### src/rtl/blink_mon_pkg.sv
// Shared types and defaults for the blinker period monitor.
package blink_mon_pkg;

  localparam int DEFAULT_PERIOD = 512;

  typedef enum logic [1:0] {
    ST_SYNC  = 2'd0,
    ST_RUN   = 2'd1,
    ST_FAULT = 2'd2
  } state_e;

  typedef enum logic [1:0] {
    FC_NONE  = 2'd0,
    FC_LATE  = 2'd1,
    FC_EARLY = 2'd2,
    FC_NOTOG = 2'd3
  } fcode_e;

  function automatic logic [7:0] sat_inc8(input logic [7:0] v);
    return (v == 8'hFF) ? v : v + 8'd1;
  endfunction

endpackage

### src/rtl/blink_mon_timer.sv
// Saturating flg-to-flg interval counter; reads 1 in the cycle after a restart.
module blink_mon_timer
  import blink_mon_pkg::*;
#(
  parameter int PERIOD = DEFAULT_PERIOD,
  parameter int CW     = $clog2(PERIOD) + 2
) (
  input  logic clk,
  input  logic rst,
  input  logic restart,
  input  logic clear,
  output logic ivl_eq,
  output logic ivl_lt
);

  localparam logic [CW-1:0] PER_C = CW'(PERIOD);
  localparam logic [CW-1:0] SAT_C = CW'(PERIOD + 1);

  logic [CW-1:0] ivl_q, ivl_d;

  // clear (fault acknowledge) outranks a coincident restart
  always_comb begin
    ivl_d = ivl_q;
    if (clear)             ivl_d = '0;
    else if (restart)      ivl_d = CW'(1);
    else if (ivl_q < SAT_C) ivl_d = ivl_q + CW'(1);
  end

  always_ff @(posedge clk or posedge rst) begin
    if (rst) ivl_q <= '0;
    else     ivl_q <= ivl_d;
  end

  assign ivl_eq = (ivl_q == PER_C);
  assign ivl_lt = (ivl_q <  PER_C);

endmodule

### src/rtl/blink_mon.sv
// Blinker period/toggle monitor: SYNC -> RUN -> FAULT with latched fault code.
// Define BLINK_MON_EARLY_CHECK_EN to fault on flg pulses arriving before PERIOD.
module blink_mon
  import blink_mon_pkg::*;
#(
  parameter int PERIOD = DEFAULT_PERIOD,
  parameter int CW     = $clog2(PERIOD) + 2
) (
  input  logic       clk,
  input  logic       rst,
  input  logic       flg,
  input  logic       led,
  input  logic       clr,
  output logic       alive,
  output logic       fault,
  output logic [1:0] fault_code,
  output logic [7:0] pulse_cnt
);

`ifdef BLINK_MON_EARLY_CHECK_EN
  localparam bit EARLY_EN = 1'b1;
`else
  localparam bit EARLY_EN = 1'b0;
`endif

  state_e     state_q, state_d;
  fcode_e     code_q, code_d, fc;
  logic [7:0] cnt_q, cnt_d;
  logic       chk_q, chk_d;
  logic       cap_q, cap_d;
  logic       alive_q, alive_d;
  logic       fault_q, fault_d;
  logic       ivl_eq, ivl_lt, ivl_clear;

  assign ivl_clear = (state_q == ST_FAULT) && clr;

  blink_mon_timer #(.PERIOD(PERIOD), .CW(CW)) u_timer (
    .clk    (clk),
    .rst    (rst),
    .restart(flg),
    .clear  (ivl_clear),
    .ivl_eq (ivl_eq),
    .ivl_lt (ivl_lt)
  );

  always_comb begin
    state_d = state_q;
    code_d  = code_q;
    cnt_d   = cnt_q;
    chk_d   = chk_q;
    cap_d   = cap_q;
    fc      = FC_NONE;
    unique case (state_q)
      ST_SYNC: begin
        if (clr) cnt_d = '0;
        if (flg) begin
          state_d = ST_RUN;
          cnt_d   = sat_inc8(cnt_d);
          chk_d   = 1'b1;
          cap_d   = led;
        end
      end
      ST_RUN: begin
        // a pending toggle check is consumed in the cycle right after a pulse
        chk_d = 1'b0;
        if (chk_q && (led == cap_q))         fc = FC_NOTOG;
        else if (EARLY_EN && flg && ivl_lt) fc = FC_EARLY;
        else if (!flg && ivl_eq)            fc = FC_LATE;
        if (fc != FC_NONE) begin
          state_d = ST_FAULT;
          code_d  = fc;
        end else begin
          if (clr) cnt_d = '0;
          if (flg) begin
            cnt_d = sat_inc8(cnt_d);
            chk_d = 1'b1;
            cap_d = led;
          end
        end
      end
      ST_FAULT: begin
        if (clr) begin
          state_d = ST_SYNC;
          code_d  = FC_NONE;
          cnt_d   = '0;
          chk_d   = 1'b0;
        end
      end
      default: state_d = ST_SYNC;
    endcase
    alive_d = (state_d == ST_RUN);
    fault_d = (state_d == ST_FAULT);
  end

  always_ff @(posedge clk or posedge rst) begin
    if (rst) begin
      state_q <= ST_SYNC;
      code_q  <= FC_NONE;
      cnt_q   <= '0;
      chk_q   <= 1'b0;
      cap_q   <= 1'b0;
      alive_q <= 1'b0;
      fault_q <= 1'b0;
    end else begin
      state_q <= state_d;
      code_q  <= code_d;
      cnt_q   <= cnt_d;
      chk_q   <= chk_d;
      cap_q   <= cap_d;
      alive_q <= alive_d;
      fault_q <= fault_d;
    end
  end

  assign alive      = alive_q;
  assign fault      = fault_q;
  assign fault_code = code_q;
  assign pulse_cnt  = cnt_q;

endmodule
### config.mk
export PLATFORM = sky130hd
export DESIGN_NAME = blink_mon
export DESIGN_NICKNAME = d
export VERILOG_FILES = /design/src/rtl/blink_mon_pkg.sv /design/src/rtl/blink_mon_timer.sv /design/src/rtl/blink_mon.sv
export SDC_FILE = /design/constraint.sdc
export NUM_CORES = 1
export LEC_CHECK = 0
export BUFFER_PORTS_ARGS = -buffer_cell sky130_fd_sc_hd__buf_2
export CAP_MARGIN = 20
export CORE_ASPECT_RATIO = 1.1
export CORE_MARGIN = 5
export CORE_UTILIZATION = 44
export DETAILED_ROUTE_END_ITERATION = 10
export REMOVE_ABC_BUFFERS = 1
export SYNTH_ARGS = -nofsm -noshare
export SYNTH_HDL_FRONTEND = slang
export SYNTH_HIERARCHICAL = 1
export SYNTH_SLANG_ARGS = --single-unit
### constraint.sdc
create_clock -name clk -period 2.65 [get_ports clk]
set_clock_uncertainty 0.1 [all_clocks]
set_input_delay 0.265 -clock clk [delete_from_list [all_inputs] [get_ports clk]]
set_output_delay 0.265 -clock clk [all_outputs]
set_load 0.05 [all_outputs]
Word level (Yosys, flattened, before mapping)
Index checks and enable logic that the tools add are counted.

word-level totals
  flip-flop bits (word level) = 27
  output and inout bits = 12
  word-level logic and storage cells = 69
  input bits = 5

cells by class
  equality and inequality tests = 12
  add/sub/neg operators = 3
  $lt $le $gt $ge = 1
  multiplexer cells = 31
  reduce and logical (&&, ||, !) cells = 14

operators with widths
  kind                   number
  $mux 8                 9
  $mux 11                3
  $pmux 8 s3             1
  $add 8x1->8 const B    2
  $eq 8x8->1 const B     2
  $mux 2                 7
  $add 11x1->11 const B  1
  $eq 11x10->1 const B   1
  $lt 11x10->1 const B   1
  $ne 2x2->1 const B     4
  $mux 1                 7
  $pmux 2 s3             1
  $reduce_and 3->1       2
  $reduce_bool 2->1      3
  $reduce_bool 3->1      2
  $eq 2x1->1 const B     2
  $eq 2x2->1 const B     2
  $pmux 2 s2             1
  $reduce_and 2->1       2
  $logic_and 1x1->1      3
  $pmux 1 s3             1
  $logic_not 2->1        1
  $pmux 1 s2             1
  $eq 1x1->1             1
  $logic_not 1->1        1

Longest topological paths before layout
Gate-level depths: netlist of run 1.

  depth in word-level cells = 13
  gate-level depth with buffers = 8
  gate-level depth less buffers = 8

Modules after synthesis
The synthesis of run 1 kept the hierarchy.

modules (own cells, without submodules)
  module           sequential area each (um2)  times used  cells an instance  area each (um2)
  blink_mon        400.4                       1           91                 939.7
  blink_mon_timer  275.3                       1           65                 624.3

Worst setup path after synthesis of run 1
Ideal clock, no wire load.

  path kind = register -> register
  from = reg cnt_q[1], in the netlist pulse_cnt[1]
  to = reg cnt_q[6], in the netlist pulse_cnt[6]
  stages on the path, launching flop included = 6
  setup time = 0.122 ns
  path slack = 0.613 ns
  period minus slack after synthesis = 2.037 ns
  data required time = 2.428 ns
  arrival = 1.815 ns
  path buffers = 0
  cells stage by stage = dfrtp_1 -> nor2b_1 -> ha_1 -> nand4b_4 -> o41a_1 -> o22a_1

on the way
  longest elaborated chain between the ends = 8
  elaborated cells on any way between the ends = 14
  those cells by class = 2 x add/sub; 2 x eq/ne; 10 x mux

ends and longest elaborated chain
  item                                              RTL line                          RTL
  from (decl)                                       blink_mon.sv:28                   logic [7:0] cnt_q, cnt_d;
  from (signal assigned)                            blink_mon.sv:107                  cnt_q <= cnt_d;
  $mux 8 (*)                                        blink_mon.sv:55, blink_mon.sv:73
  $mux 8                                            blink_mon.sv:69                   if (fc != FC_NONE) begin
  $mux 8                                            blink_mon.sv:53                   unique case (state_q)
  $add 8x1->8 / $eq 8x8->1 (equally long branches)  blink_mon_pkg.sv:20               return (v == 8'hFF) ? v : v + 8'd1;
  $mux 8                                            blink_mon_pkg.sv:20
  $mux 8                                            blink_mon.sv:74                   if (flg) begin
  $mux 8                                            blink_mon.sv:69
  $pmux 8 s3 (*)                                    blink_mon.sv:53

Mark *: on every way between the ends. The rest lies on a longest branch, timed or not. The select of a mux whose other input is x is not followed.
A chain may end at the register's enable or synchronous reset.

Final worst setup path of run 1
  from = reg u_timer.ivl_q[6]
  to = reg cnt_q[4], in the netlist pulse_cnt[4]

on the way
  longest elaborated chain between the ends = 8

ends and longest elaborated chain
  item                        RTL line               RTL
  from (decl)                 blink_mon_timer.sv:19  logic [CW-1:0] ivl_q, ivl_d;
  from (signal assigned)      blink_mon_timer.sv:31  else ivl_q <= ivl_d;
  $eq 11x10->1                blink_mon_timer.sv:34  assign ivl_eq = (ivl_q == PER_C);
  net ivl_eq                  blink_mon.sv:33        logic ivl_eq, ivl_lt, ivl_clear;
  $logic_and 1x1->1           blink_mon.sv:68        else if (!flg && ivl_eq) fc = FC_LATE;
  $mux 1                      blink_mon.sv:68
  $mux 2                      blink_mon.sv:66        if (chk_q && (led == cap_q)) fc = FC_NOTOG;
  $mux 2                      blink_mon.sv:53
  $reduce_bool 2->1           blink_mon.sv:69
  $ne 2x2->1 (no line)        n/a
  $reduce_and 2->1 (no line)  n/a

The timed path passes the listed nets, and every way through them passes these cells. The select of a mux whose other input is x is not followed.

==> results.ini, run 1 <==
[run_status]
outcome = finished clean

[final_layout]
multiInputGateArea_um2 = 823.3
seqCellArea_um2 = 675.6
finalInstanceArea_mm2 = 0.001713
fin_cells = 220
diodes = 0
area_delta_synth_final_pct = 9.520
final_layout_size_suffix_gt1_share_pct = 20.93
nets = 181
post-route-util_pct = 50.59
fill_cells = 340

[detailed_routing]
antenna_left = 0
drt-total-wl_mm = 3.268
avgViaCountPerCell = 5.564
dr.pass1.iters = 4
drt-initial-drc-count = 93
avgRoutedWirePerCell_um = 14.85
vias = 1224
drcViolationCount = 0

[worst_setup_path]
r2r_end = pulse_cnt[4]$_DFFE_PP0P_
timing.rr.start = u_timer/ivl_q[6]$_DFFE_PP0P_
cp_top_family = simple AND/OR/NAND/NOR gates
crit_path_start_kind = register
ff2ff_path_depth = 7
cp_slowest_stage_delay_ns = 0.48
path_class = reg2reg
crit_path_end_kind = register
cp_cell_sequence = nor4_4, nand2_1, nor3_1, nand3b_1, o2111ai_1, nand2_1, xnor2_1
critPathMaxFanout = 5
critPathRequiredTime_ns = 2.81
worst-path-buf-inv = 0
crit_top_cell = nand2_1
r2r_slack_ns = 0.45
cp.arrival_ns = 2.36
critPathSlowestCell = dfrtp_1

[worst_hold_path]
hold_path_end = cap_q$_DFFE_PP0P_
hold_path.class = in2reg
hold_depth = 2
min_from = led

[logic_synthesis]
synth_ff_type = dfrtp_1
ys_warn_count = 6
yosysTopAreaCell = dfrtp_1
synthAdderAreaFrac_pct = 2.400
synth_common_cells = dfrtp_1 (27), nand2_1 (13), nor2_1 (13)
mappedNetlistArea_mm2 = 0.001564
synth_compound_gate_area_share_pct = 14.72
yosys.area_share.simple_pct = 28.08
post-synth-top-count-cell = dfrtp_1
yosys.area_share.xor_xnor_pct = 6.080
async_flop_share_pct = 100.0
synth_edf_count = 0
synth_top_area_share_pct = 43.20
synth.area.top_cells = dfrtp_1 (43%), xnor2_1 (3.4%), nand2_1 (3.1%)
synthCells = 156
avgSynthCellArea_um2 = 10.03
synth.area.mux_share_pct = 1.360
yosysSeqAreaShare_pct = 43.20
ys_ff_latch = 27
synth_top_family_by_area = simple AND/OR/NAND/NOR gates
synth_cell_types = 53

[clocking]
post-cts-setup-buffer-count = 0
cts_root_buf = clkbuf_4
cts_max_level = 1
tritoncts = done
cts_buffers = 3
clk_pin_slew_worst_paths_ns = 0.17
clockBufferDepth = 2
clock_latency_ns = 0.34
numClockSinks = 27

[power]
max-vdd-ir-drop_mv = 0.4665
power_density_mw_per_mm2 = 810.1
power_leakage_nw = 0.7641

[global_route]
antenna_found_initial = 0
grt_pass1_vias = 1314
grt-ovfl-total = 0
grt_pass1_wl_mm = 5.920
grt_max_degree = 17
grtUsageTotal_pct = 15.61

[placed_design]
place_congestion = 0.8591
postPlaceCellArea_mm2 = 0.001673
io_buffers = 16
post-place-ws_ns = 0.4596
dp.cells = 215
dpl.hpwl_mm = 2.443

[floorplan]
dieArea_mm2 = 0.004848
die_w_um = 66.85
fp.dieH_um = 72.53
initial_core_util_pct = 46.19
fp.coreArea_mm2 = 0.003386
std_cell_rows = 22
io-pin-count = 17

[sta]
finalHoldViolCount = 0
max_freq_mhz = 454.6
setup_tns_ns = 0
final_max_slew_viol_count = 0
max_slew_margin_pct = 50.00
setup_viol_count_final = 0
timing.final.crit_share_pct = 83.02
worstMarginPinSlew_ns = 0.7400
min_period_ns = 2.200
rsz0062_at_grt = false
timing.final.ws_setup_ns = 0.4501

[job]
max-cap-violations = 0

-- layout by cell type (no fill, tap or decap), drive strengths merged, types with 2 or more instances in the layout --
cell,synthesis,layout
nand4,3,3
nor3,8,8
or3,3,3
nand2,14,14
nand3,5,5
nand2b,3,3
o21a,2,2
a21oi,7,7
xor2,4,4
ha,3,3
nor3b,2,2
inv,9,9
o31ai,2,2
and4,2,2
buf,4,16
o22ai,3,3
nor2b,3,3
o21ai,8,8
clkbuf,1,3
nor4,3,3
xnor2,6,6
nor2,13,13
dfrtp,27,27
-- worst register-to-register path, cell delays in order, from the launching register on --
cell,delay (ns)
dfrtp_1,0.48
nor4_4,0.37
nand2_1,0.09
nor3_1,0.25
nand3b_1,0.21
o2111ai_1,0.31
nand2_1,0.13
xnor2_1,0.18
-- per-stage QoR --
step / power, mW / hold WS (ns)
3_5_place_dp: 1.203 / 0.1991
3_3_place_gp: 1.185 / 0.1801
2_1_floorplan: 1.057 / 0.01744
5_1_grt: 1.488 / 0.08909
6_report: 1.388 / 0.09997
4_1_cts: 1.402 / 0.08918
-- worst max-delay path by stage --
stage	startpoint	endpoint	slack [ns]	cells past startpoint
detailed placement	u_timer/ivl_q[6]$_DFFE_PP0P_	pulse_cnt[1]$_DFFE_PP0P_	0.46	7
CTS	u_timer/ivl_q[6]$_DFFE_PP0P_	pulse_cnt[4]$_DFFE_PP0P_	0.44	7
global placement	u_timer/ivl_q[6]$_DFFE_PP0P_	pulse_cnt[1]$_DFFE_PP0P_	0.52	7
floorplan	pulse_cnt[1]$_DFFE_PP0P_	pulse_cnt[6]$_DFFE_PP0P_	0.61	5
finish	u_timer/ivl_q[6]$_DFFE_PP0P_	pulse_cnt[4]$_DFFE_PP0P_	0.45	7
global route	u_timer/ivl_q[6]$_DFFE_PP0P_	pulse_cnt[4]$_DFFE_PP0P_	0.27	7
-- repair_timing --
| action | CTS | global route |
|---|---|---|
| endpoints found under the hold margin | 27 | 0 |
| resized for setup | 0 | 0 |
| hold buffers | 1 | 0 |
| endpoints found under the setup margin | 0 | 0 |
-- state kept, by name (all words and copies together) (netlist names) --
| signal | cells |
|---|---|
| fault_code | 2 |
| state_q | 2 |
| alive | 1 |
| cap_q | 1 |
| u_timer/ivl_q | 11 |
| chk_q | 1 |
| fault | 1 |
| pulse_cnt | 8 |
-- metal layers --
layer  GRT usage (%)  share of wire (%)  up-vias
li1                -                  -      593
met1           19.15                 45      584
met2           25.88                 48       36
met3           2.477                4.3       11
met4           8.578                3.2        0
met5               0                  0        -
-- final cells by class --
type,instances,share of cell area [%]
sequential,27,39.44
clock buffer,3,1.315
multi-input combinational,115,48.06
clock inverter,1,0.4383
inverter,9,1.972
timing repair buffer,17,5.259
tap,48,3.506
-- power by group --
part | leakage (nW) | total [mW] | switching (mW) | internal, mW
Sequential | 0.351 | 0.608 | 0.107 | 0.501
Clock | 0.0139 | 0.194 | 0.136 | 0.0579
Combinational | 0.399 | 0.585 | 0.392 | 0.193
Total | 0.764 | 1.39 | 0.635 | 0.752
-- cell families after synthesis --
family                     after synthesis
AOI/OAI and AO/OA                       31
xor gates and xnor gates                10
adders and majority gates                3
buffers and inverters                   14
DFF                                     27
muxes                                    2
and+or+nand+nor                         69
Power figures use the tool's default switching activity.
==> inputs of run 2 (changes only) <==
PLACE_DENSITY = 0.65   (was default)
clock period = 1.9 ns   (was 2.65 ns; I/O delays follow)
==> results.ini, run 2 (synthesized netlist as in run 1, its figures left out) <==
[power]
p_clk_share_pct = 12.2
total_power_mw = 2.078
p_switching_mw = 0.9258
max-vdd-ir-drop_mv = 0.7505
swShare_pct = 44.54
pwr-share-seq_pct = 40.6
p_comb_share_pct = 47.2
power_density_mw_per_mm2 = 1097
p_int_mw = 1.153
power_leakage_nw = 0.8778

[worst_setup_path]
critPathMaxFanout = 4
cp_top_family = simple AND/OR/NAND/NOR gates
crit_path_end_kind = register
path_class = reg2reg
crit_path_start_kind = register
cp_cell_sequence = nor4_4, nand2_1, nor3_2, nand3b_1, o21ai_2, nor2_2, a221o_1
critPathRequiredTime_ns = 2.02
critPathSlowestCell = dfrtp_1
cp_slowest_stage_delay_ns = 0.44
worst-path-buf-inv = 0
cp.arrival_ns = 2.04

[clocking]
cts_max_level = 1
tritoncts = done
clockBufferDepth = 2
cts_buffers = 3
clock_latency_ns = 0.33
cts_root_buf = clkbuf_4
clk_pin_slew_worst_paths_ns = 0.14
numClockSinks = 27

[worst_hold_path]
hold_path.class = in2reg

[detailed_routing]
drt-total-wl_mm = 3.371
avgRoutedWirePerCell_um = 14.10
drcViolationCount = 0
avgViaCountPerCell = 5.385
antenna_left = 0
dr.pass1.iters = 4
vias = 1287
drt-initial-drc-count = 52

[run_status]
violations = setup timing
outcome = finished with violations

[placed_design]
postPlaceCellArea_mm2 = 0.001793
place_congestion = 0.8382
dpl.hpwl_mm = 2.503
io_buffers = 16

[sta]
max_slew_margin_pct = 58.71
holdWs_ns = 0.04319
min_period_ns = 1.915
timing.final.crit_share_pct = 100.8
worstMarginPinSlew_ns = 0.6187
final_max_slew_viol_count = 0
timing.final.ws_setup_ns = -0.01500
rsz0062_at_grt = true
setup_viol_count_final = 1
max_freq_mhz = 522.2
finalHoldViolCount = 0

[final_layout]
finalInstanceArea_mm2 = 0.001894
nets = 200
regMostFlops = u_timer/ivl_q
final_layout_size_suffix_gt1_share_pct = 31.41
diodes = 0
area_delta_synth_final_pct = 21.12
mostFrequentLayoutCells = dfrtp_1 (27), buf_4 (18), buf_2 (16)
layout_commonest_cell = dfrtp_1
largest_register_ff_count = 11

[global_route]
grtUsageTotal_pct = 15.42
antenna_found_initial = 0
grt_pass1_vias = 1341
grt_max_degree = 17
grt_pass1_wl_mm = 5.851
grt-ovfl-total = 0

[floorplan]
fp.coreArea_mm2 = 0.003386
fp.dieH_um = 72.53
std_cell_rows = 22
die_w_um = 66.85
initial_core_util_pct = 46.19
dieArea_mm2 = 0.004848
io-pin-count = 17

[job]
max-cap-violations = 0

==> run 2: layout make-up <==
| type | instances | area [µm²] |
|---|---|---|
| multi-input combinational | 115 | 863.3 |
| tap | 48 | 60.06 |
| timing repair buffer | 36 | 235.2 |
| inverter | 9 | 33.78 |
| fill | 317 | 1491 |
| sequential | 27 | 675.6 |
| clock buffer | 4 | 26.28 |
==> run 2: per-stage QoR <==
stage | std cells | TNS (ns) | setup WS [ns] | util [%]
final | 239 | -0.01500 | -0.01500 | 55.95
after global routing | 239 | -1.092 | -0.1446 | 55.95
after CTS | 238 | 0 | 0.002310 | 54.95
after detailed placement | 231 | -2.045 | -0.3023 | 52.96
after global placement | 231 | -1.278 | -0.2027 | 52.96
after floorplan | 151 | -0.4013 | -0.1373 | -
==> run 2: worst register-to-register path, cell delays in order, from the launching register on <==
cell and delay [ns]:
dfrtp_1 0.44, nor4_4 0.29, nand2_1 0.10, nor3_2 0.17, nand3b_1 0.22, o21ai_2 0.15
nor2_2 0.07, a221o_1 0.29
==> run 2: final timing paths <==
check                                               from                      endpoint  slack [ns]  depth (start not counted)
max                        u_timer/ivl_q[10]$_DFFE_PP0P_      pulse_cnt[1]$_DFFE_PP0P_       -0.02                          7
min                                                  led             cap_q$_DFFE_PP0P_        0.04                          2
max reg2reg                u_timer/ivl_q[10]$_DFFE_PP0P_      pulse_cnt[1]$_DFFE_PP0P_       -0.02                          7
min reg2reg                    fault_code[0]$_DFFE_PP0P_     fault_code[0]$_DFFE_PP0P_        0.47                          2
max in group asynchronous                            rst               alive$_DFF_PP0_        0.93                          3
min in group asynchronous                            rst  u_timer/ivl_q[8]$_DFFE_PP0P_        0.28                          3
==> run 2: layer usage <==
metal / vias to the layer above / part of all wire, % / GRT usage, %
met5: - / 0 / 0
met3: 4 / 2.8 / 2.632
li1: 632 / - / -
met1: 634 / 44 / 18.09
met2: 17 / 53 / 27.42
met4: 0 / 1.0 / 6.321
==> run 2: power by group through the flow <==
stage               clock network, mW  registers [mW]  logic (mW)
global route                    0.285           0.861        1.06
global placement                    0           0.834       0.910
floorplan                           0            1.05       0.427
CTS                             0.260           0.833       0.946
finish                          0.253           0.844       0.981
detailed placement                  0           0.841       0.928
==> run 2: repair_timing <==
item,4_1_cts,5_1_grt
buffers inserted,1,1
setup endpoints to repair,11,11
resized for setup,3,6
hold buffers,2,0
gates cloned,0,0
endpoints found under the hold margin,29,0
pin swaps,4,3
